[config.mk]
export PLATFORM = sky130hd
export DESIGN_NAME = elastic_buffer
export DESIGN_NICKNAME = d
export VERILOG_FILES = /design/src/rtl/elastic_buffer_pkg.sv /design/src/rtl/elastic_buffer_ptr.sv /design/src/rtl/elastic_buffer.sv
export SDC_FILE = /design/constraint.sdc
export NUM_CORES = 1
export LEC_CHECK = 0
export ABC_AREA = 1
export BUFFER_PORTS_ARGS = -buffer_cell sky130_fd_sc_hd__buf_2
export CELL_PAD_IN_SITES_DETAIL_PLACEMENT = 2
export CELL_PAD_IN_SITES_GLOBAL_PLACEMENT = 2
export CORE_MARGIN = 2
export CORE_UTILIZATION = 30
export DETAILED_ROUTE_END_ITERATION = 7
export PLACE_DENSITY = 0.78
export SETUP_SLACK_MARGIN = 0.2
export SYNTH_ARGS = -nofsm -noshare
export SYNTH_HDL_FRONTEND = slang
export SYNTH_HIERARCHICAL = 1
export SYNTH_SLANG_ARGS = --single-unit
[constraint.sdc]
create_clock -name clk_i -period 2.44 [get_ports clk_i]
set_clock_uncertainty 0.1 [all_clocks]
set_input_delay 0.122 -clock clk_i [delete_from_list [all_inputs] [get_ports clk_i]]
set_output_delay 0.122 -clock clk_i [all_outputs]
set_load 0.02 [all_outputs]
[src/rtl/elastic_buffer_pkg.sv]
// -----------------------------------------------------------------------------
// elastic_buffer_pkg
// Shared types and helpers for the elastic buffer:
//   eb_mode_e  - pass mode selection (bypass, fall-through, registered)
//   eb_width() - bit width needed to encode n distinct values (minimum 1)
// -----------------------------------------------------------------------------
package elastic_buffer_pkg;

  typedef enum logic [1:0] {
    EB_BYPASS       = 2'd0,
    EB_FALL_THROUGH = 2'd1,
    EB_REGISTERED   = 2'd2
  } eb_mode_e;

  // Pointers hold 0..DEPTH-1 (eb_width(DEPTH)); the count holds 0..DEPTH
  // (eb_width(DEPTH+1)). Equivalent to $clog2 for n >= 2, but never 0 bits.
  function automatic int unsigned eb_width(input int unsigned n);
    int unsigned w;
    w = 1;
    while ((1 << w) < n) w++;
    return w;
  endfunction

endpackage : elastic_buffer_pkg

[src/rtl/elastic_buffer_ptr.sv]
// -----------------------------------------------------------------------------
// elastic_buffer_ptr
// Modulo-DEPTH wrapping counter used for the read and write pointers.
// DEPTH need not be a power of two; the counter wraps from DEPTH-1 to 0.
// Ports:
//   clk_i  - clock, rising edge
//   rst_i  - asynchronous active-high reset (pointer -> 0)
//   clr_i  - synchronous clear (pointer -> 0), has priority over inc_i
//   inc_i  - advance pointer by one
//   ptr_o  - current pointer value
// -----------------------------------------------------------------------------
module elastic_buffer_ptr
  import elastic_buffer_pkg::*;
#(
  parameter int unsigned DEPTH = 2
) (
  input  logic                          clk_i,
  input  logic                          rst_i,
  input  logic                          clr_i,
  input  logic                          inc_i,
  output logic [eb_width(DEPTH)-1:0]    ptr_o
);

  localparam int unsigned PTR_W = eb_width(DEPTH);

  logic [PTR_W-1:0] ptr_q;
  logic [PTR_W-1:0] ptr_d;

  // NOTE: ptr_d gets a default before any branch so no path leaves it
  // unassigned; otherwise always_comb would infer a latch.
  always_comb begin
    ptr_d = ptr_q;
    if (clr_i) begin
      ptr_d = '0;
    end else if (inc_i) begin
      ptr_d = (ptr_q == PTR_W'(DEPTH - 1)) ? '0 : ptr_q + PTR_W'(1);
    end
  end

  // NOTE: state registers use non-blocking assignments so every flop samples
  // its pre-edge value regardless of process evaluation order.
  always_ff @(posedge clk_i or posedge rst_i) begin
    if (rst_i) begin
      ptr_q <= '0;
    end else begin
      ptr_q <= ptr_d;
    end
  end

  assign ptr_o = ptr_q;

endmodule : elastic_buffer_ptr

[src/rtl/elastic_buffer.sv]
// -----------------------------------------------------------------------------
// elastic_buffer
// DEPTH-entry valid/ready decoupling stage with selectable pass mode,
// occupancy reporting, almost-full flag and a flush that is safe against
// concurrent input. In non-bypass modes ready_o depends only on registered
// state, flush_i and rst_i, so the ready path is cut.
// Parameters:
//   DATA_WIDTH   - payload width
//   DEPTH        - storage entries (>= 2, any value)
//   MODE         - EB_BYPASS / EB_FALL_THROUGH / EB_REGISTERED
//   AFULL_THRESH - almost_full_o asserts when count_o >= AFULL_THRESH
// Ports:
//   clk_i, rst_i           - clock, asynchronous active-high reset
//   flush_i                - discard all stored entries
//   valid_i/ready_o/data_i - upstream handshake and payload
//   valid_o/ready_i/data_o - downstream handshake and payload
//   count_o                - registered stored-entry count
//   full_o/empty_o         - count_o == DEPTH / count_o == 0
//   almost_full_o          - count_o >= AFULL_THRESH
// -----------------------------------------------------------------------------
module elastic_buffer
  import elastic_buffer_pkg::*;
#(
  parameter int unsigned DATA_WIDTH   = 32,
  parameter int unsigned DEPTH        = 2,
  parameter eb_mode_e    MODE         = EB_REGISTERED,
  parameter int unsigned AFULL_THRESH = DEPTH - 1
) (
  input  logic                           clk_i,
  input  logic                           rst_i,
  input  logic                           flush_i,
  input  logic                           valid_i,
  output logic                           ready_o,
  input  logic [DATA_WIDTH-1:0]          data_i,
  output logic                           valid_o,
  input  logic                           ready_i,
  output logic [DATA_WIDTH-1:0]          data_o,
  output logic [eb_width(DEPTH+1)-1:0]   count_o,
  output logic                           full_o,
  output logic                           empty_o,
  output logic                           almost_full_o
);

  localparam int unsigned PTR_W = eb_width(DEPTH);
  localparam int unsigned CNT_W = eb_width(DEPTH + 1);

  // Elaboration-time parameter checks.
  if (DEPTH < 2) begin : g_chk_depth
    $error("elastic_buffer: DEPTH must be >= 2");
  end
  if (AFULL_THRESH < 1 || AFULL_THRESH > DEPTH) begin : g_chk_afull
    $error("elastic_buffer: AFULL_THRESH must be in 1..DEPTH");
  end

  if (MODE == EB_BYPASS) begin : g_bypass
    // Pure wires: no storage, status tied off, flush ignored.
    assign valid_o       = valid_i;
    assign ready_o       = ready_i;
    assign data_o        = data_i;
    assign count_o       = '0;
    assign full_o        = 1'b0;
    assign empty_o       = 1'b1;
    assign almost_full_o = 1'b0;

  end else begin : g_buffered
    logic [DATA_WIDTH-1:0] mem_q [DEPTH];
    logic [DATA_WIDTH-1:0] mem_d [DEPTH];
    logic [CNT_W-1:0]      count_q;
    logic [CNT_W-1:0]      count_d;
    logic [PTR_W-1:0]      wptr;
    logic [PTR_W-1:0]      rptr;
    logic                  empty;
    logic                  full;
    logic                  fall_through;
    logic                  push;
    logic                  pop;

    assign empty = (count_q == '0);
    assign full  = (count_q == CNT_W'(DEPTH));

    // Fall-through path is live only while nothing is stored, so ordering
    // is preserved: a new beat can never overtake stored ones.
    assign fall_through = (MODE == EB_FALL_THROUGH) && empty;

    assign ready_o = !full && !flush_i && !rst_i;
    assign valid_o = !flush_i && !rst_i && (fall_through ? valid_i : !empty);
    assign data_o  = (fall_through && !rst_i) ? data_i : mem_q[rptr];

    // A beat that leaves through the fall-through path is never stored.
    assign push = valid_i && ready_o && !(fall_through && ready_i);
    assign pop  = valid_o && ready_i && !empty;

    always_comb begin
      count_d = count_q;
      if (flush_i) begin
        count_d = '0;
      end else if (push && !pop) begin
        count_d = count_q + CNT_W'(1);
      end else if (pop && !push) begin
        count_d = count_q - CNT_W'(1);
      end
    end

    always_comb begin
      mem_d = mem_q;
      if (push) begin
        mem_d[wptr] = data_i;
      end
    end

    // NOTE: the storage array is reset on purpose so data_o reads 0 after
    // reset; dropping this reset would let stale payload reach data_o.
    always_ff @(posedge clk_i or posedge rst_i) begin
      if (rst_i) begin
        count_q <= '0;
        for (int i = 0; i < DEPTH; i++) begin
          mem_q[i] <= '0;
        end
      end else begin
        count_q <= count_d;
        mem_q   <= mem_d;
      end
    end

    // Push and pop are both impossible during flush (ready_o = valid_o = 0),
    // so clear and increment never compete on the same pointer.
    elastic_buffer_ptr #(.DEPTH(DEPTH)) u_wptr (
      .clk_i (clk_i),
      .rst_i (rst_i),
      .clr_i (flush_i),
      .inc_i (push),
      .ptr_o (wptr)
    );

    elastic_buffer_ptr #(.DEPTH(DEPTH)) u_rptr (
      .clk_i (clk_i),
      .rst_i (rst_i),
      .clr_i (flush_i),
      .inc_i (pop),
      .ptr_o (rptr)
    );

    assign count_o       = count_q;
    assign full_o        = full;
    assign empty_o       = empty;
    assign almost_full_o = (count_q >= CNT_W'(AFULL_THRESH));
  end

endmodule : elastic_buffer

==> summary.md <==
| Metric | Value |
|---|---|
| Hpwl dp | `6.55 mm` |
| Clock power frac | `a little under a quarter` |
| Share of power burned in registers | `40.9%` |
| Longest Clk Path Bufs | `2` |
| Pre-antenna DRT Iters | `4` |
| Power Density | `about 1000 nW/um^2` |
| Post-route ant nets | `0` |
| Initial antenna violation count | `0` |
| Root Driver | `clkbuf_8` |
| CTS H-tree depth | `3` |
| Worst min path class | `in2reg` |
| Die Y | `106 um` |
| R2R Path Start | `count_o[0]$_DFFE_PP0P_` |
| Crit path DAT | `between 1500 and 2000 ps` |
| Total Power | `4160 uW` |
| Mean Syn Cell Area | `8.01 um^2` |
| Diode count | `0` |
| GRT Total Usage | `18.7%` |
| Starting Density | `30.6%` |
| WL/cell | `15.5 um` |
| RSZ-0062 raised after global routing | `false` |
| Hold Crit Start | `flush_i` |
| Leakage power | `0.00213 uW` |
| Vias per cell | `4.69` |
| Final Wtd Congestion | `0.761` |
| Core Box Area | `10300 um^2` |
| Setup TNS after final layout | `0 ps` |
| Initial DRC count | `67` |
| Final setup vio count | `0` |
| Cells after Synth | `around 390` |
| Area Growth Syn to Fin | `33.3%` |
| Nets | `537` |
| Number of port buffers | `75` |
| Run status | `finished clean` |
| Worst Setup SP | `g_buffered.u_rptr/ptr_o$_DFFE_PP0P_` |
| Net Sw Frac | `39.3%` |
| Slew Limit Fails | `0` |
| Max cap viols | `0` |
| Via count | `2988` |
| Comb power frac | `36.3%` |
| Skew-Pair Late Insertion Delay | `roughly 350 ps` |
| Worst-path maximum fanout | `30` |
| Cell variety after synth | `15` |
| Crit path capture type | `output port` |
| Pre-CTS WS | `591 ps` |
| Max Freq | `between 400 and 500 MHz` |
| Post-Synthesis Net Count | `around 430` |
| Yosys Warn Count | `6` |
| Share of layout cells above drive strength 1 | `20.4%` |
| Worst Tran Pin Value | `roughly 730 ps` |
| Net switching power | `roughly 1600 uW` |
| Ports | `76` |
| Final Cycle Share | `82.9%` |
| FILL cells | `1208` |
| Worst Setup Path Type | `reg2out` |
| Worst-path clk slew | `around 80 ps` |
| Crit path launch type | `flip-flop` |
| Die area | `11300 um^2` |
| First-pass GRT wire length | `approximately 17 mm` |
| Detailed Route WL | `9.86 mm` |
| CTS sink cnt | `68` |
| Row count | `37` |
| Internal cell power | `between 2000 and 3000 uW` |
| Slew headroom | `between 50% and 60%` |
| Vias in the first global route | `approximately 3400` |
| Dpl cells | `a little under 600` |
| Fin crit period | `2020 ps` |
| Largest net degree at the start of global routing | `between 40 and 50` |
| Peak supply drop | `0.323 mV` |
| Total congestion overflow | `0` |
| Cts bufs inserted | `9` |
| Yosys reg bits | `68` |
| CTS tree | `done` |
| DIE WIDTH | `106 um` |
| Post-synthesis sequential area ratio | `54.1%` |
| Residual DRC | `0` |
| Commonest cells after routing, fill and taps aside | `nand2_1, o21ai_0, buf_2` |
| Final WS setup | `418 ps` |
| Fin cells | `637` |
| Final-report hold violation count | `0` |
| Most common cell after layout, fill and taps aside | `nand2_1` |
| Mapped Area | `between 3000 and 4000 um^2` |
| Post-CTS Setup Repair Bufs | `0` |
| WHS | `between 3 and 4 ps` |
| Worst Path Required | `about 2200 ps` |
==> power by group through the flow <==
stage | Sequential [uW] | Clock (uW) | Combinational (uW)
2_1_floorplan | 1670 | 0 | 967
3_3_place_gp | 1690 | 0 | 1410
3_5_place_dp | 1730 | 0 | 1480
4_1_cts | 1710 | 972 | 1530
5_1_grt | 1760 | 1020 | 1700
6_report | 1700 | 948 | 1510
==> state kept, by name (all words and copies together) (netlist names) <==
| signal | count |
|---|---|
| g_buffered.u_wptr/ptr_o | 1 |
| g_buffered.u_rptr/ptr_o | 1 |
| g_buffered.mem_q | 64 |
| count_o | 2 |
==> kinds of logic (layout without fill, tap and decap cells) <==
logic type               after synthesis  after routing  synth area share, %
buffers and inverters                 70            178                 9.18
AO/OA/AOI/OAI                         97             97                 15.4
AND/OR/NAND/NOR                      155            155                 20.2
adder cells (fa/ha/maj)                3              3                 1.19
flip-flops                            68             68                 54.1
==> repair_timing <==
item	in CTS	in global routing
hold endpoints to repair	96	0
hold buffers	33	0
gates resized for setup	0	0
==> through the flow <==
stage                     instance area (um^2)  utilization (%)
after floorplan                           3150                -
after global placement                    3680             35.8
after detailed placement                  3680             35.8
after CTS                                 4200             40.8
after global routing                      4200             40.8
final                                     4200             40.8
==> routing by layer <==
layer  vias up  routed length, um  track usage (%)
li1       1430                  -                -
met1      1496               4460             23.1
met2        52               5000             33.6
met3        10                274             2.82
met4         0                119             5.57
met5         -                  0                0
==> synthesized netlist by cell type <==
cell type,count,area share (%)
nor2_4,2,0.72
nor2_8,1,0.64
o21ai_0,97,15
ha_1,3,1.2
nand3_1,2,0.32
buf_4,6,1.4
nand3_4,1,0.56
clkbuf_2,2,0.32
nand4_1,2,0.40
nand2_1,140,17
buf_2,1,0.16
clkbuf_1,13,1.6
dfrtp_1,68,54
nor2_1,7,0.83
inv_1,48,5.7
==> final timing paths <==
kind | endpoint | slack [ps] | depth (start not counted)
max in group asynchronous | g_buffered.mem_q[13]$_DFFE_PP0P_ | 1190 | 4
min | g_buffered.u_rptr/ptr_o$_DFFE_PP0P_ | 3 | 4
min reg2reg | g_buffered.mem_q[14]$_DFFE_PP0P_ | 410 | 2
max reg2reg | g_buffered.mem_q[56]$_DFFE_PP0P_ | 570 | 8
max | data_o[11] | 420 | 4
min in group asynchronous | g_buffered.u_rptr/ptr_o$_DFFE_PP0P_ | 100 | 3
==> area by class of cell <==
type / count / area [um^2] / area share (%)
Multi-Input combinational cell: 255 / 1160 / 27.6
Timing Repair Buffer: 115 / 796 / 19.0
Clock inverter: 4 / 50.0 / 1.19
Clock buffer: 11 / 141 / 3.37
Sequential cell: 68 / 1700 / 40.6
Inverter: 48 / 180 / 4.29
Tap cell: 136 / 170 / 4.05
==> worst max-delay path: stages (launching register included) <==
cell and delay [ps]:
dfrtp_2 590, buf_4 380, nand2_1 90, o21ai_0 140, buf_2 230
Note: power is estimated with default switching activity, not from simulation.
